### src/rtl/div_pkg.sv
// Shared definitions for the sequential restoring divider control path.
package div_pkg;

  localparam int unsigned DIV_WIDTH = 10;

  // Counter must reach WIDTH-1 and also represent WIDTH itself.
  function automatic int unsigned cntw_for(input int unsigned width);
    return $clog2(width + 1);
  endfunction

  localparam int unsigned DIV_CNTW = cntw_for(DIV_WIDTH);

  typedef enum logic [2:0] {
    StIdle,
    StLoad,
    StInit,
    StIter,
    StFin,
    StErr
  } state_e;

endpackage

### src/rtl/div_controller_if.sv
// Host/datapath handshake bundle for the divider controller.
interface div_controller_if #(
  parameter int unsigned CNTW = 4
);
  logic            start;
  logic            dvsr_zero;
  logic            ge;
  logic            ld_operands;
  logic            q_init;
  logic            loading_done;
  logic            shift;
  logic            a_sub;
  logic            ldgt;
  logic            busy;
  logic            done;
  logic            dvz;
  logic [CNTW-1:0] count;

  modport master (
    output start, dvsr_zero, ge,
    input  ld_operands, q_init, loading_done, shift, a_sub, ldgt, busy, done, dvz, count
  );

  modport slave (
    input  start, dvsr_zero, ge,
    output ld_operands, q_init, loading_done, shift, a_sub, ldgt, busy, done, dvz, count
  );
endinterface

### src/rtl/div_controller_iter_counter.sv
// Iteration counter: synchronous clear (priority), enable, terminal flag at WIDTH-1.
module iter_counter #(
  parameter int unsigned WIDTH = 10,
  parameter int unsigned CNTW  = 4
) (
  input  logic            clock,
  input  logic            rst,
  input  logic            clr,
  input  logic            en,
  output logic [CNTW-1:0] count,
  output logic            tc
);

  logic [CNTW-1:0] count_q, count_d;

  always_ff @(posedge clock) begin
    if (rst) begin
      count_q <= '0;
    end else begin
      count_q <= count_d;
    end
  end

  always_comb begin
    count_d = count_q;
    if (clr) begin
      count_d = '0;
    end else if (en) begin
      count_d = count_q + CNTW'(1);
    end
  end

  assign count = count_q;
  assign tc    = (count_q == CNTW'(WIDTH - 1));

endmodule

### src/rtl/div_controller.sv
// Control FSM for the restoring divider: load, init, WIDTH shift/subtract steps, done/dvz.
module div_controller
  import div_pkg::*;
#(
  parameter int unsigned WIDTH = DIV_WIDTH,
  parameter int unsigned CNTW  = DIV_CNTW
) (
  input  logic         clock,
  input  logic         rst,
  div_controller_if.slave bus
);

  state_e state_q, state_d;
  logic   dvz_q, dvz_d;
  logic   cnt_clr, cnt_en, tc;

  logic ld_operands, q_init, loading_done, shift, busy, done;

  iter_counter #(
    .WIDTH (WIDTH),
    .CNTW  (CNTW)
  ) u_iter_counter (
    .clock (clock),
    .rst   (rst),
    .clr   (cnt_clr),
    .en    (cnt_en),
    .count (bus.count),
    .tc    (tc)
  );

  always_ff @(posedge clock) begin
    if (rst) begin
      state_q <= StIdle;
      dvz_q   <= 1'b0;
    end else begin
      state_q <= state_d;
      dvz_q   <= dvz_d;
    end
  end

  // dvz is set on entry to StErr so it is visible together with done.
  always_comb begin
    state_d = state_q;
    dvz_d   = dvz_q;
    cnt_clr = 1'b0;
    cnt_en  = 1'b0;
    unique case (state_q)
      StIdle: begin
        if (bus.start) begin
          state_d = StLoad;
          dvz_d   = 1'b0;
        end
      end
      StLoad: state_d = StInit;
      StInit: begin
        if (bus.dvsr_zero) begin
          state_d = StErr;
          dvz_d   = 1'b1;
        end else begin
          cnt_clr = 1'b1;
          state_d = StIter;
        end
      end
      StIter: begin
        cnt_en = ~tc;
        if (tc) begin
          state_d = StFin;
        end
      end
      StFin:   state_d = StIdle;
      StErr:   state_d = StIdle;
      default: state_d = StIdle;
    endcase
  end

  always_comb begin
    ld_operands  = 1'b0;
    q_init       = 1'b0;
    loading_done = 1'b0;
    shift        = 1'b0;
    busy         = 1'b0;
    done         = 1'b0;
    unique case (state_q)
      StIdle: ;
      StLoad: begin
        ld_operands = 1'b1;
        busy        = 1'b1;
      end
      StInit: begin
        busy         = 1'b1;
        q_init       = ~bus.dvsr_zero;
        loading_done = ~bus.dvsr_zero;
      end
      StIter: begin
        busy         = 1'b1;
        loading_done = 1'b1;
        shift        = 1'b1;
      end
      StFin:   done = 1'b1;
      StErr:   done = 1'b1;
      default: ;
    endcase
  end

  assign bus.ld_operands  = ld_operands;
  assign bus.q_init       = q_init;
  assign bus.loading_done = loading_done;
  assign bus.shift        = shift;
  assign bus.busy         = busy;
  assign bus.done         = done;
  assign bus.a_sub        = shift & bus.ge;
  assign bus.ldgt         = shift & bus.ge;
  assign bus.dvz          = dvz_q;

endmodule

### src/flat_wrapper.sv
// flat-port wrapper written by rule: the top's interface ports become plain ports
module div_controller_flat import div_pkg::*;
#(
  parameter int unsigned WIDTH = DIV_WIDTH,
  parameter int unsigned CNTW  = DIV_CNTW
)
  (clock, rst, bus_start, bus_dvsr_zero, bus_ge, bus_ld_operands, bus_q_init, bus_loading_done, bus_shift, bus_a_sub, bus_ldgt, bus_busy, bus_done, bus_dvz, bus_count);
  div_controller_if #(.CNTW(CNTW)) bus_i ();
  input  logic clock;
  input  logic rst;
  input wire logic [$bits(bus_i.start)-1:0] bus_start;
  input wire logic [$bits(bus_i.dvsr_zero)-1:0] bus_dvsr_zero;
  input wire logic [$bits(bus_i.ge)-1:0] bus_ge;
  output wire logic [$bits(bus_i.ld_operands)-1:0] bus_ld_operands;
  output wire logic [$bits(bus_i.q_init)-1:0] bus_q_init;
  output wire logic [$bits(bus_i.loading_done)-1:0] bus_loading_done;
  output wire logic [$bits(bus_i.shift)-1:0] bus_shift;
  output wire logic [$bits(bus_i.a_sub)-1:0] bus_a_sub;
  output wire logic [$bits(bus_i.ldgt)-1:0] bus_ldgt;
  output wire logic [$bits(bus_i.busy)-1:0] bus_busy;
  output wire logic [$bits(bus_i.done)-1:0] bus_done;
  output wire logic [$bits(bus_i.dvz)-1:0] bus_dvz;
  output wire logic [$bits(bus_i.count)-1:0] bus_count;
  assign bus_i.start = bus_start;
  assign bus_i.dvsr_zero = bus_dvsr_zero;
  assign bus_i.ge = bus_ge;
  assign bus_ld_operands = bus_i.ld_operands;
  assign bus_q_init = bus_i.q_init;
  assign bus_loading_done = bus_i.loading_done;
  assign bus_shift = bus_i.shift;
  assign bus_a_sub = bus_i.a_sub;
  assign bus_ldgt = bus_i.ldgt;
  assign bus_busy = bus_i.busy;
  assign bus_done = bus_i.done;
  assign bus_dvz = bus_i.dvz;
  assign bus_count = bus_i.count;
  div_controller #(.WIDTH(WIDTH), .CNTW(CNTW)) u_core (.clock(clock), .rst(rst), .bus(bus_i));
endmodule
### config.mk
export PLATFORM = sky130hd
export DESIGN_NAME = div_controller_flat
export DESIGN_NICKNAME = d
export VERILOG_FILES = /design/src/rtl/div_pkg.sv /design/src/rtl/div_controller_if.sv /design/src/rtl/div_controller_iter_counter.sv /design/src/rtl/div_controller.sv /design/src/flat_wrapper.sv
export SDC_FILE = /design/constraint.sdc
export NUM_CORES = 1
export LEC_CHECK = 0
export BUFFER_PORTS_ARGS = -buffer_cell sky130_fd_sc_hd__buf_2
export CORE_MARGIN = 2
export CORE_UTILIZATION = 35
export CTS_CLUSTER_SIZE = 40
export DETAILED_ROUTE_END_ITERATION = 10
export PLACE_DENSITY = 0.69
export SLEW_MARGIN = 0
export SYNTH_ARGS = -nofsm -noshare
export SYNTH_HDL_FRONTEND = slang
export SYNTH_SLANG_ARGS = --single-unit
### constraint.sdc
create_clock -name clock -period 1.4 [get_ports clock]
set_clock_uncertainty 0.15 [all_clocks]
set_input_delay 0.07 -clock clock [delete_from_list [all_inputs] [get_ports clock]]
set_output_delay 0.07 -clock clock [all_outputs]
set_load 0.005 [all_outputs]
==> results.py <==
metrics = {
    "synth": {
        "synth_fp_nets": 63,
        "synth_fa_ha_area_share_pct": 5.24,
        "yosys_warnings": 0,
        "synth-compound-area-share_pct": 15.4,
        "synth.yosys.seq_area_share_pct": 33.5,
        "async_reset_ff_share_pct": 0,
        "synth_top_family_by_area": "simple AND/OR/NAND/NOR gates",
        "synth-edff-count": 0,
        "synth_area_sq_um": 478,
        "synth-seq-cells": 8,
        "synth_xor_area_share_pct": 0,
        "synth_flop_cell": "dfxtp_1",
        "synth_simple_gate_area_share_pct": 35.6,
        "synth.distinct_cells": 26,
        "muxShareOfSynthArea_pct": 0,
        "synth_cells": 56,
        "syn_area_per_cell_sq_um": 8.53,
    },
    "pwr": {
        "leakagePower_uw": 0.000340,
        "ir_drop_mv": 0.468,
        "power_density_nw_per_um2": 751,
        "power_uw": 525,
    },
    "clocking": {
        "cts.sinks": 8,
        "cts_buffers": 3,
        "insertion_delay_ns": 0.25,
        "clockBufferDepth": 2,
        "clkSlewWorstSetupHoldPaths_ns": 0.06,
        "htree_levels": 1,
        "tritoncts": "done",
        "cts_root_buf": "clkbuf_4",
    },
    "placement": {
        "dp_cells": 92,
        "portBuffers": 17,
        "place_congestion": 0.711,
        "place.detailed.hpwl_microns": 772,
        "pre_cts_ws_ns": -0.0477,
    },
    "layout": {
        "fin_nets": 92,
        "fin_util_pct": 54.3,
        "instances_no_fill": 98,
        "drive_above_1_share_pct": 56.6,
        "areaGrowthSynthToFinish_pct": 46.1,
        "diodes": 0,
        "layout.cells.most_common": "buf_2",
        "mostFrequentLayoutCells": "17 x buf_2, 9 x buf_4, 5 x nor2_1, 4 x a21oi_1, 4 x dfxtp_2",
    },
    "setup_path": {
        "r2r_cells": 5,
        "end_kind": "flop",
        "required_ns": 1.43,
        "criticalPathCategory": "flop to flop",
        "r2r_end": "u_core.u_iter_counter.count[0]",
        "critPathSlowestCell": "dfxtp_2",
        "cp_top_family": "simple AND/OR/NAND/NOR gates",
        "slowest_delay_ns": 0.35,
        "rrSetupSlack_ns": -0.06,
        "regToRegStartpoint": "u_core.u_iter_counter.count[1]",
        "crit_fanout": 4,
        "path_cells": "inv_2 -> ha_4 -> and3b_1 -> or3_1 -> a21oi_2",
        "cp.depth": 5,
        "worstSetupStartpointType": "flop",
        "crit_arrival_ns": 1.49,
        "crit_buf_inv": 1,
    },
    "timing": {
        "fin_crit_sh_pct": 104,
        "worst_pin_slew_ns": 0.234,
        "fin_crit_ns": 1.46,
        "final_max_slew_viol_count": 0,
        "setup_violations": 2,
        "slew_headroom_pct": 84.2,
        "rsz0062_at_grt": "true",
        "fin_ws_ns": -0.0578,
        "fmax_mhz": 686,
        "hold_violations": 0,
    },
    "worst_hold_path": {
        "hold_depth": 3,
        "hold_path.class": "input pin to flop",
        "min_to": "u_core.state_q[0]",
        "hold_start": "bus_start",
    },
    "routing": {
        "drt_iter0_markers": 5,
        "viasPerCell": 4.97,
        "first_pass_iters": 4,
        "drt-total-wl_mm": 1.09,
        "ant_nets": 0,
        "vias": 487,
        "drc": 0,
        "wl_per_cell_microns": 11.2,
    },
    "global_route": {
        "antenna_found_initial": 0,
        "grt.total_usage_pct": 14.7,
        "busiest_layer": "met2",
        "met3_usage_pct": 1.63,
        "grt_max_degree": 8,
        "grt_pass1_wl_mm": 1.55,
        "grt_pass1_vias": 350,
        "grt_util_met2_pct": 20.3,
        "grt_overflow": 0,
        "grtUsageMet1_pct": 19.9,
    },
    "floorplanning": {
        "core_region_area_sq_um": 1280,
        "floorplan.die.width_microns": 41.0,
        "design.die.area_sq_um": 1680,
        "num_rows": 13,
        "ioPinCount": 18,
        "start_util_pct": 37.2,
        "die_h_microns": 41.0,
    },
    "status": {
        "status": "finished, violations left",
        "violations": "negative setup slack",
    },
    "run": {
        "maxCapViolCount": 0,
    },
}
[registers in the layout (all words and copies together), names as in the netlist]
register	cells
u_core.state_q	3
u_core.u_iter_counter.count	4
u_core.bus.dvz	1
[final cells by class]
type | count | area, sq um
Fill cell | 109 | 587
Clock buffer | 3 | 22.5
Multi-Input combinational cell | 41 | 300
Tap cell | 15 | 18.8
Sequential cell | 8 | 169
Timing Repair Buffer | 28 | 174
Inverter | 3 | 13.8
[power breakdown]
group | switching (uW) | internal [uW] | total [uW] | leakage (uW)
combinational | 46.4 | 53.6 | 100 | 0.000259
sequential | 12.0 | 236 | 248 | 0.0000674
clock | 78.4 | 98.1 | 176 | 0.0000138
total | 137 | 388 | 525 | 0.000340
[cells by family after synthesis]
kind of cell	count (synthesis)
and+or+nand+nor	26
AOI/OAI and AO/OA	13
DFF	8
buffers and inverters	7
adders and majority gates	2
[what timing repair did]
action / CTS / global route
hold buffers: 1 / 0
pin swaps: 0 / 1
hold endpoints to repair: 4 / 0
endpoints found under the setup margin: 5 / 5
gates resized for setup: 8 / 7
buffers inserted: 0 / 2
[synth_stat cells, drive strengths merged (2+ instances only)]
| cell type | instances | area, sq um |
|---|---|---|
| a21oi | 7 | 38.8 |
| nor2 | 5 | 18.8 |
| inv | 3 | 11.3 |
| nor2b | 3 | 18.8 |
| o21ai | 4 | 20.0 |
| ha | 2 | 25.0 |
| nor3 | 2 | 10.0 |
| buf | 4 | 37.5 |
| nor4b | 2 | 17.5 |
| nand3b | 2 | 27.5 |
| or3 | 2 | 12.5 |
| dfxtp | 8 | 160 |
| nand2 | 2 | 7.51 |
[metal layers]
| metal | wire length, microns | vias to the layer above |
|---|---|---|
| li1 | - | 254 |
| met1 | 495 | 215 |
| met2 | 519 | 16 |
| met3 | 59 | 2 |
| met4 | 19 | 0 |
| met5 | 0 | - |
[worst register-to-register path, cell delays in order (launching register included)]
cell and delay, ns:
dfxtp_2 0.35, inv_2 0.05, ha_4 0.15, and3b_1 0.17
or3_1 0.35, a21oi_2 0.16
[worst max-delay path by stage]
stage / to / slack [ns] / start
6_report: u_core.u_iter_counter.count[0] / -0.06 / u_core.u_iter_counter.count[1]
4_1_cts: u_core.u_iter_counter.count[0] / -0.06 / u_core.u_iter_counter.count[1]
3_3_place_gp: u_core.u_iter_counter.count[2] / -0.03 / u_core.u_iter_counter.count[1]
5_1_grt: u_core.u_iter_counter.count[2] / -0.12 / u_core.u_iter_counter.count[1]
2_1_floorplan: u_core.u_iter_counter.count[2] / -0.05 / u_core.u_iter_counter.count[1]
3_5_place_dp: u_core.u_iter_counter.count[2] / -0.05 / u_core.u_iter_counter.count[1]
[through the flow]
step	setup TNS, ns	hold slack (ns)	cell area, sq um
2_1_floorplan	-0.0462	-0.0109	482
3_3_place_gp	-0.0275	0.150	608
3_5_place_dp	-0.0477	0.149	608
4_1_cts	-0.142	0.000430	666
5_1_grt	-0.250	0.0376	698
6_report	-0.113	0.0141	698
(Power assumes the default switching activity.)
